<file path="src/rtl/mem_arb_pkg.sv">
// Shared types and constants for the IF/DM memory-port arbiter.
// Counter saturation value is used only when MEM_ARB_PERF_EN is defined.
package mem_arb_pkg;

    typedef enum logic [1:0] {
        IDLE  = 2'd0,
        ISSUE = 2'd1,
        RESP  = 2'd2
    } state_e;

    typedef enum logic {
        OWN_IF = 1'b0,
        OWN_DM = 1'b1
    } owner_e;

    localparam logic [31:0] CNT_SAT = 32'hFFFF_FFFF;

    function automatic logic [31:0] sat_inc(input logic [31:0] v);
        return (v == CNT_SAT) ? v : v + 32'd1;
    endfunction

endpackage

</file>
<file path="src/rtl/mem_port_arbiter_if.sv">
// Bus bundle between the core masters, the arbiter and ideal_mem.
// The master modport is the environment side (core requesters plus memory read data).
interface mem_port_arbiter_if #(
    parameter int unsigned ADDR_WIDTH = 10,
    parameter int unsigned DATA_WIDTH = 32
);
    logic                  if_req_valid;
    logic                  if_req_ready;
    logic [ADDR_WIDTH-1:0] if_addr;
    logic                  if_rsp_valid;
    logic [DATA_WIDTH-1:0] if_rdata;

    logic                  dm_req_valid;
    logic                  dm_req_ready;
    logic                  dm_wen;
    logic [ADDR_WIDTH-1:0] dm_addr;
    logic [DATA_WIDTH-1:0] dm_wdata;
    logic                  dm_rsp_valid;
    logic [DATA_WIDTH-1:0] dm_rdata;

    logic [ADDR_WIDTH-1:0] mem_addr;
    logic                  mem_ren;
    logic                  mem_wen;
    logic [DATA_WIDTH-1:0] mem_wdata;
    logic [DATA_WIDTH-1:0] mem_rdata;

    modport master (
        output if_req_valid, if_addr,
        output dm_req_valid, dm_wen, dm_addr, dm_wdata,
        output mem_rdata,
        input  if_req_ready, if_rsp_valid, if_rdata,
        input  dm_req_ready, dm_rsp_valid, dm_rdata,
        input  mem_addr, mem_ren, mem_wen, mem_wdata
    );

    modport slave (
        input  if_req_valid, if_addr,
        input  dm_req_valid, dm_wen, dm_addr, dm_wdata,
        input  mem_rdata,
        output if_req_ready, if_rsp_valid, if_rdata,
        output dm_req_ready, dm_rsp_valid, dm_rdata,
        output mem_addr, mem_ren, mem_wen, mem_wdata
    );

endinterface

</file>
<file path="src/rtl/mem_arb_rr_picker.sv">
// Two-way round-robin picker: bit 0 = IF, bit 1 = DM.
// On a conflict the master not granted last wins; history resets to DM.
module mem_arb_rr_picker
    import mem_arb_pkg::*;
(
    input  logic       clk,
    input  logic       rst_n,
    input  logic [1:0] req,
    input  logic       advance,
    output logic [1:0] grant,
    output owner_e     last_grant
);

    owner_e last_q;

    always_comb begin
        grant = req;
        if (req == 2'b11) begin
            grant = (last_q == OWN_DM) ? 2'b01 : 2'b10;
        end
    end

    always_ff @(posedge clk or negedge rst_n) begin
        if (!rst_n) begin
            last_q <= OWN_DM;
        end else if (advance && (grant != 2'b00)) begin
            last_q <= grant[0] ? OWN_IF : OWN_DM;
        end
    end

    assign last_grant = last_q;

endmodule

</file>
<file path="src/rtl/mem_port_arbiter.sv">
// Shares one ideal_mem port between IF and DM: IDLE -> ISSUE -> RESP per access.
// Optional performance counters are built when MEM_ARB_PERF_EN is defined.
module mem_port_arbiter
    import mem_arb_pkg::*;
#(
    parameter int unsigned ADDR_WIDTH = 10,
    parameter int unsigned DATA_WIDTH = 32
) (
    input  logic              clk,
    input  logic              rst_n,
    mem_port_arbiter_if.slave bus,
    output logic [31:0]       perf_if_grants,
    output logic [31:0]       perf_dm_grants,
    output logic [31:0]       perf_conflicts
);

    state_e                state_q, state_d;
    owner_e                owner_q;
    owner_e                last_grant;
    logic [ADDR_WIDTH-1:0] addr_q;
    logic                  wen_q;
    logic [DATA_WIDTH-1:0] wdata_q;
    logic [DATA_WIDTH-1:0] if_rdata_q;
    logic [DATA_WIDTH-1:0] dm_rdata_q;
    logic [1:0]            grant;
    logic                  accept;

    mem_arb_rr_picker u_picker (
        .clk        (clk),
        .rst_n      (rst_n),
        .req        ({bus.dm_req_valid, bus.if_req_valid}),
        .advance    (accept),
        .grant      (grant),
        .last_grant (last_grant)
    );

    assign accept = (state_q == IDLE) && (grant != 2'b00);

    always_comb begin
        state_d          = state_q;
        bus.if_req_ready = 1'b0;
        bus.dm_req_ready = 1'b0;
        bus.if_rsp_valid = 1'b0;
        bus.dm_rsp_valid = 1'b0;
        bus.mem_addr     = '0;
        bus.mem_ren      = 1'b0;
        bus.mem_wen      = 1'b0;
        bus.mem_wdata    = '0;
        unique case (state_q)
            IDLE: begin
                // Both ready unless the other master holds the grant; held low in reset.
                bus.if_req_ready = rst_n & ~grant[1];
                bus.dm_req_ready = rst_n & ~grant[0];
                if (accept) begin
                    state_d = ISSUE;
                end
            end
            ISSUE: begin
                // Shifting the whole byte address drops bits [1:0] and zero-fills the top.
                bus.mem_addr  = addr_q >> 2;
                bus.mem_ren   = ~wen_q;
                bus.mem_wen   = wen_q;
                bus.mem_wdata = wdata_q;
                state_d       = RESP;
            end
            RESP: begin
                bus.if_rsp_valid = (owner_q == OWN_IF);
                bus.dm_rsp_valid = (owner_q == OWN_DM);
                state_d          = IDLE;
            end
            default: state_d = IDLE;
        endcase
    end

    always_ff @(posedge clk or negedge rst_n) begin
        if (!rst_n) begin
            state_q    <= IDLE;
            owner_q    <= OWN_DM;
            addr_q     <= '0;
            wen_q      <= 1'b0;
            wdata_q    <= '0;
            if_rdata_q <= '0;
            dm_rdata_q <= '0;
        end else begin
            state_q <= state_d;
            if (accept) begin
                owner_q <= grant[0] ? OWN_IF : OWN_DM;
                addr_q  <= grant[0] ? bus.if_addr : bus.dm_addr;
                wen_q   <= grant[1] & bus.dm_wen;
                wdata_q <= grant[1] ? bus.dm_wdata : '0;
            end
            if (state_q == ISSUE) begin
                if (owner_q == OWN_IF) begin
                    if_rdata_q <= bus.mem_rdata;
                end else begin
                    dm_rdata_q <= wen_q ? '0 : bus.mem_rdata;
                end
            end
        end
    end

    assign bus.if_rdata = if_rdata_q;
    assign bus.dm_rdata = dm_rdata_q;

`ifdef MEM_ARB_PERF_EN
    logic [31:0] if_cnt_q, dm_cnt_q, conf_cnt_q;
    logic        conflict;

    assign conflict = (state_q == IDLE) && bus.if_req_valid && bus.dm_req_valid;

    always_ff @(posedge clk or negedge rst_n) begin
        if (!rst_n) begin
            if_cnt_q   <= '0;
            dm_cnt_q   <= '0;
            conf_cnt_q <= '0;
        end else begin
            if (accept && grant[0]) if_cnt_q <= sat_inc(if_cnt_q);
            if (accept && grant[1]) dm_cnt_q <= sat_inc(dm_cnt_q);
            if (conflict) conf_cnt_q <= sat_inc(conf_cnt_q);
        end
    end

    assign perf_if_grants = if_cnt_q;
    assign perf_dm_grants = dm_cnt_q;
    assign perf_conflicts = conf_cnt_q;
`else
    assign perf_if_grants = '0;
    assign perf_dm_grants = '0;
    assign perf_conflicts = '0;
`endif

endmodule

</file>
<file path="src/flat_wrapper.sv">
// flat-port wrapper written by rule: the top's interface ports become plain ports
module mem_port_arbiter_flat import mem_arb_pkg::*;
#(
    parameter int unsigned ADDR_WIDTH = 10,
    parameter int unsigned DATA_WIDTH = 32
)
  (clk, rst_n, perf_if_grants, perf_dm_grants, perf_conflicts, bus_if_req_valid, bus_if_addr, bus_dm_req_valid, bus_dm_wen, bus_dm_addr, bus_dm_wdata, bus_mem_rdata, bus_if_req_ready, bus_if_rsp_valid, bus_if_rdata, bus_dm_req_ready, bus_dm_rsp_valid, bus_dm_rdata, bus_mem_addr, bus_mem_ren, bus_mem_wen, bus_mem_wdata);
  mem_port_arbiter_if #(.ADDR_WIDTH(ADDR_WIDTH), .DATA_WIDTH(DATA_WIDTH)) bus_i ();
  input  logic clk;
  input  logic rst_n;
  output logic [31:0] perf_if_grants;
  output logic [31:0] perf_dm_grants;
  output logic [31:0] perf_conflicts;
  input wire logic [$bits(bus_i.if_req_valid)-1:0] bus_if_req_valid;
  input wire logic [$bits(bus_i.if_addr)-1:0] bus_if_addr;
  input wire logic [$bits(bus_i.dm_req_valid)-1:0] bus_dm_req_valid;
  input wire logic [$bits(bus_i.dm_wen)-1:0] bus_dm_wen;
  input wire logic [$bits(bus_i.dm_addr)-1:0] bus_dm_addr;
  input wire logic [$bits(bus_i.dm_wdata)-1:0] bus_dm_wdata;
  input wire logic [$bits(bus_i.mem_rdata)-1:0] bus_mem_rdata;
  output wire logic [$bits(bus_i.if_req_ready)-1:0] bus_if_req_ready;
  output wire logic [$bits(bus_i.if_rsp_valid)-1:0] bus_if_rsp_valid;
  output wire logic [$bits(bus_i.if_rdata)-1:0] bus_if_rdata;
  output wire logic [$bits(bus_i.dm_req_ready)-1:0] bus_dm_req_ready;
  output wire logic [$bits(bus_i.dm_rsp_valid)-1:0] bus_dm_rsp_valid;
  output wire logic [$bits(bus_i.dm_rdata)-1:0] bus_dm_rdata;
  output wire logic [$bits(bus_i.mem_addr)-1:0] bus_mem_addr;
  output wire logic [$bits(bus_i.mem_ren)-1:0] bus_mem_ren;
  output wire logic [$bits(bus_i.mem_wen)-1:0] bus_mem_wen;
  output wire logic [$bits(bus_i.mem_wdata)-1:0] bus_mem_wdata;
  assign bus_i.if_req_valid = bus_if_req_valid;
  assign bus_i.if_addr = bus_if_addr;
  assign bus_i.dm_req_valid = bus_dm_req_valid;
  assign bus_i.dm_wen = bus_dm_wen;
  assign bus_i.dm_addr = bus_dm_addr;
  assign bus_i.dm_wdata = bus_dm_wdata;
  assign bus_i.mem_rdata = bus_mem_rdata;
  assign bus_if_req_ready = bus_i.if_req_ready;
  assign bus_if_rsp_valid = bus_i.if_rsp_valid;
  assign bus_if_rdata = bus_i.if_rdata;
  assign bus_dm_req_ready = bus_i.dm_req_ready;
  assign bus_dm_rsp_valid = bus_i.dm_rsp_valid;
  assign bus_dm_rdata = bus_i.dm_rdata;
  assign bus_mem_addr = bus_i.mem_addr;
  assign bus_mem_ren = bus_i.mem_ren;
  assign bus_mem_wen = bus_i.mem_wen;
  assign bus_mem_wdata = bus_i.mem_wdata;
  mem_port_arbiter #(.ADDR_WIDTH(ADDR_WIDTH), .DATA_WIDTH(DATA_WIDTH)) u_core (.clk(clk), .rst_n(rst_n), .bus(bus_i), .perf_if_grants(perf_if_grants), .perf_dm_grants(perf_dm_grants), .perf_conflicts(perf_conflicts));
endmodule
</file>
<file path="config.mk">
export PLATFORM = sky130hd
export DESIGN_NAME = mem_port_arbiter_flat
export DESIGN_NICKNAME = d
export VERILOG_FILES = /design/src/rtl/mem_arb_pkg.sv /design/src/rtl/mem_port_arbiter_if.sv /design/src/rtl/mem_arb_rr_picker.sv /design/src/rtl/mem_port_arbiter.sv /design/src/flat_wrapper.sv
export SDC_FILE = /design/constraint.sdc
export NUM_CORES = 1
export LEC_CHECK = 0
export CORE_MARGIN = 10
export CORE_UTILIZATION = 43
export CTS_BUF_LIST = sky130_fd_sc_hd__clkbuf_4 sky130_fd_sc_hd__clkbuf_8
export DETAILED_ROUTE_END_ITERATION = 7
export PLACE_DENSITY = 0.95
export SYNTH_ARGS = -nofsm -noshare
export SYNTH_HDL_FRONTEND = slang
export SYNTH_HIERARCHICAL = 1
export SYNTH_SLANG_ARGS = --single-unit
</file>
<file path="constraint.sdc">
create_clock -name clk -period 2.91 [get_ports clk]
set_input_delay 0.4365 -clock clk [delete_from_list [all_inputs] [get_ports clk]]
set_output_delay 0.4365 -clock clk [all_outputs]
set_load 0.02 [all_outputs]
</file>
**After elaboration in Yosys (flattened, before gate mapping)**

Cells that the tools add are included.

- Logic and storage cells: 41
- Bits in registers: 111
- Output and inout bits: 208

- Bitwise operators: 7
- Eq/ne operators: 4
- Mux-type cells: 16
- Reduce and logical (&&, ||, !) cells: 6

Operator list:

| operator | count |
|---|---|
| $mux 32 | 3 |
| $mux 10 | 1 |
| $mux 8 | 1 |
| $mux 1 | 7 |
| $mux 2 | 3 |
| $eq 2x2->1 const B | 2 |
| $not 1->1 | 4 |
| $pmux 2 s2 | 1 |
| $reduce_and 2->1 | 2 |
| $and 1x1->1 | 3 |
| $eq 2x1->1 const B | 1 |
| $logic_and 1x1->1 | 2 |
| $logic_not 2->1 | 1 |
| $ne 2x2->1 const B | 1 |
| $reduce_bool 2->1 | 1 |

**Depth between registers and ports, before layout**

- Depth after elaboration: 6
- Gate-level depth with buffers: 6
- Gate-level depth less buffers: 6

**Modules after synthesis**

The synthesis kept the hierarchy.

Modules (own cells, without submodules):

| module | seq. area each (um^2) | cells each | area an instance (um^2) | instances |
|---|---|---|---|---|
| mem_port_arbiter | 2703.8 | 465 | 5213.8 | 1 |
| mem_arb_rr_picker | 26.3 | 6 | 56.3 | 1 |

**Least setup slack after synthesis**

Ideal clock, no wire load.

- Path kind: register to register
- Start point: register u_core.u_picker.last_q (netlist: u_core/u_picker/last_grant)
- End point: register u_core.addr_q[2]
- Period minus slack after synthesis: 1.823 ns
- Arrival: 1.699 ns
- Buffers on the path: 1
- Path slack: 1.087 ns
- Stages on the path, launching flop included: 6
- Data required time: 2.785 ns
- Setup time: 0.125 ns
- Path through: dfstp_2 -> inv_1 -> a21boi_1 -> clkbuf_1 -> mux2_2 -> mux2_2

- Word-level cells in the longest chain between the ends: 4
- Elaborated cells between the ends (all ways): 5
- Classes of those cells: mux (3); reduce/logical (2)

RTL lines:

| element | line | text |
|---|---|---|
| start, declared | mem_arb_rr_picker.sv:14 | `owner_e last_q;` |
| start signal, assigned | mem_arb_rr_picker.sv:27 | `last_q <= grant[0] ? OWN_IF : OWN_DM;` |
| $mux 2 * | mem_arb_rr_picker.sv:19 | `grant = (last_q == OWN_DM) ? 2'b01 : 2'b10;` |
| $mux 2 * | mem_arb_rr_picker.sv:18 | `if (req == 2'b11) begin` |
| net u_core.grant[0] | mem_port_arbiter.sv:25 | `logic [1:0] grant;` |
| $reduce_bool 2->1 | mem_port_arbiter.sv:37 | `assign accept = (state_q == IDLE) && (grant != 2'b00);` |
| $logic_and 1x1->1 | mem_port_arbiter.sv:37 |  |
| end signal, assigned | mem_port_arbiter.sv:88 | `addr_q <= grant[0] ? bus.if_addr : bus.dm_addr;` |
| end, declared | mem_port_arbiter.sv:20 | `logic [ADDR_WIDTH-1:0] addr_q;` |

Mark *: on every way through the listed nets, which the timed path passes. The rest lies on a longest branch.
A chain may end at the register's enable or synchronous reset.

**Worst setup path after layout**

- Start point: register u_core.state_q[1]
- End point: output port bus_mem_wdata[17]

- Word-level cells in the longest chain between the ends: 2

RTL lines:

| element | line | text |
|---|---|---|
| start, declared | mem_port_arbiter.sv:17 | `state_e state_q, state_d;` |
| start signal, assigned | mem_port_arbiter.sv:85 | `state_q <= state_d;` |
| $eq 2x1->1 | mem_port_arbiter.sv:49 | `unique case (state_q)` |
| $mux 32 | mem_port_arbiter.sv:49 |  |
| end, declared | flat_wrapper.sv:30 | `output wire logic [$bits(bus_i.mem_wdata)-1:0] bus_mem_wdata;` |

Every way passes these cells.

==> results_dict.tcl <==
set metrics [dict create \
    cts_buffers 9 \
    tightest_slew_ns 0.697 \
    core-area_um2 12000 \
    synthMuxAreaShare_pct 10.3 \
    cts_setup_buffers 0 \
    dp_hpwl_um 11600 \
    drt-vias-per-instance 4.59 \
    fmax_mhz 372 \
    die_area_um2 17100 \
    totalWireLength_um 14700 \
    holdCritPathClass "primary input to asynchronous set/reset pin" \
    maxSlewViolCount 0 \
    synthAdderAreaFrac_pct 0 \
    initial_core_util_pct 43.9 \
    synth_top_area_share_pct 50.8 \
    synth_commonest_cells "dfrtp_1 (107), buf_4 (101), mux2_2 (44)" \
    async_flop_share_pct 100 \
    vias 3739 \
    rrSetupSlack_ns 1.00 \
    worstSetupStartpointType "flop" \
    htree_levels 3 \
    synth_edf_count 0 \
    ir_drop_uv 493 \
    grt_pass1_vias 3937 \
    synth_xor_area_share_pct 0 \
    placementRows 40 \
    syn2layout_area_growth_pct 37.3 \
    crit_arrival_ns 2.25 \
    grt-ovfl-total 0 \
    ios 297 \
    end_kind "primary output" \
    powerDensity_nw_per_um2 1070 \
    timing.final.crit_share_pct 92.3 \
    worstPathMaxFanout 42 \
    synth_area_um2 5270 \
    finalHoldViolations 0 \
    ant_nets 0 \
    cts_tree "built" \
    fin_worst_skew_ns 0.0175 \
    grt_max_degree 58 \
    critPathKind "flop to primary output" \
    cts_root_buf "clkbuf_8" \
    clock_latency_ns 0.37 \
    p_leak_uw 0.00327 \
    yosysUniqueCellTypes 26 \
    synthCells 471 \
    maxCapViolCount 0 \
    cts_buffer_depth 2 \
    relSlewSlack_pct 53.5 \
    tns_ns 0 \
    die_y_um 131 \
    antenna_cells 0 \
    setup_viol_count_final 0 \
    wl_per_cell_um 18.1 \
    synth_most_common_cell "dfrtp_1" \
    grt_pass1_wl_um 21300 \
    worstPathRequired_ns 2.47 \
    synth-seq-area-share_pct 51.8 \
    r2r_cells 4 \
    port-buffer-count 194 \
    period_needed_ns 2.69 \
    synth_top_family_by_area "buffers and inverters" \
    clk_pin_slew_ns 0.11 \
    status "completed" \
    synth_area_leaders "dfrtp_1 (51%), buf_4 (14%), mux2_2 (9.4%), a22o_1 (5.5%), and2_1 (4.9%)" \
    synth_compound_area_share_pct 9.28 \
    ys_ff_latch 109 \
    track_usage_pct 16.1 \
    antenna_found_initial 0 \
    yosysWarnings 6 \
    chipWidth_um 131 \
    synth_ff_type "dfrtp_1" \
    reg2reg_from "u_core/state_q[1]$_DFFE_PN0P_" \
    yosysTopAreaCell "dfrtp_1" \
    reg2reg_to "u_core/bus.if_rdata[18]$_DFFE_PN0P_" \
    rsz0062_at_grt "false" \
    place_congestion 0.764 \
    firstDrtPassIters 4 \
    p_total_uw 7730 \
    synth_area_per_cell_um2 11.2 \
    synthSimpleGateAreaFrac_pct 12.3 \
    drive_gt1_share_pct 11.5 \
    drc 0 \
    final_nets 752 \
    drt_iter0_markers 107 \
    cts_sinks 109 \
]
## kinds of logic after synthesis
logic type             Yosys count
buffers and inverters          125
flip-flops                     109
other                            1
AND/OR/NAND/NOR                117
AO/OA/AOI/OAI                   71
multiplexers                    48
## power by group
| group | internal (uW) | leakage, uW | switching [uW] |
|---|---|---|---|
| Clock | 429 | 0.000103 | 534 |
| Sequential | 2270 | 0.00135 | 461 |
| Combinational | 1980 | 0.00182 | 2060 |
## cell type report
cell class / instances / area, um^2
clock buffers: 10 / 138
clock inverters: 6 / 68.8
fillers: 956 / 4780
inverters: 4 / 15.0
multi-input cells: 334 / 2060
flip-flops and latches: 109 / 2730
well taps: 147 / 184
repair buffers: 205 / 2040
## state kept, by name (all words and copies together) (netlist names)
signal and flops:
u_core/bus.dm_rdata 32, u_core/addr_q 8, u_core/u_picker/last_grant 1, u_core/wen_q 1
u_core/owner_q 1, u_core/state_q 2, u_core/wdata_q 32, u_core/bus.if_rdata 32
## worst max-delay path: stages, from the launching register on
cell and delay [ns]:
dfrtp_1 0.47, nand2b_1 0.25, inv_1 0.10, buf_6 0.25
and2_1 0.16, clkdlybuf4s50_1 0.64
## stage by stage
stage	area (um^2)	utilization (%)	worst slack, ns	hold slack, ns	std cells
after floorplan	5630	-	1.09	0.141	568
after global placement	7010	58.4	0.500	0.289	798
after detailed placement	7010	58.4	0.476	0.289	798
after CTS	7230	60.2	0.140	0.420	815
after global routing	7230	60.2	0.0693	0.448	815
final	7230	60.2	0.225	0.431	815
## cell usage in the layout, fill, tap and decap left out
master and instances:
clkdlybuf4s50_1 193, o21ai_2 1, buf_6 1, nand3b_1 1
nor3b_1 1, dfrtp_1 107, nor3b_4 1, buf_12 1
dlygate4sd3_1 1, bufinv_16 1, a31oi_1 1, mux2_1 4
nand2b_1 33, clkinv_4 1, a21boi_1 1, a21oi_1 2
inv_6 2, nand2_1 33, o21ai_0 32, nor2_1 5
inv_1 3, buf_4 9, inv_2 1, and2_1 41
a21boi_0 1, conb_1 98, a22o_1 33, and3b_1 1
dfstp_2 2, clkbuf_8 10, clkinvlp_4 1, clkinv_2 1
mux2_2 44, nor2_4 1
## routing by layer
layer / vias to the layer above / routed length [um] / share of wire [%] / global-route usage [%]
met2: 178 / 7680 / 52 / 29.2
met1: 1789 / 5020 / 34 / 16.1
met3: 18 / 1750 / 12 / 6.85
met5: - / 0 / 0 / 0
met4: 0 / 267 / 1.8 / 5.62
li1: 1754 / - / - / -
## how the worst max path moves through the flow
stage,start,endpoint,slack (ns),depth (start not counted)
2_1_floorplan,u_core/u_picker/last_grant$_DFFE_PN1P_,u_core/addr_q[2]$_DFFE_PN0P_,1.09,5
3_3_place_gp,bus_dm_req_valid,bus_if_req_ready,0.50,4
3_5_place_dp,bus_dm_req_valid,bus_if_req_ready,0.48,4
4_1_cts,u_core/state_q[1]$_DFFE_PN0P_,bus_mem_wen,0.14,5
5_1_grt,u_core/state_q[1]$_DFFE_PN0P_,bus_mem_wdata[2],0.07,5
6_report,u_core/state_q[1]$_DFFE_PN0P_,bus_mem_wdata[17],0.22,5
## repair_timing
action,CTS,global route
setup endpoints to repair,0,3
hold buffers,1,0
hold endpoints to repair,12,0
gates resized for setup,0,1
No activity file was read; power rests on OpenSTA's default activity.
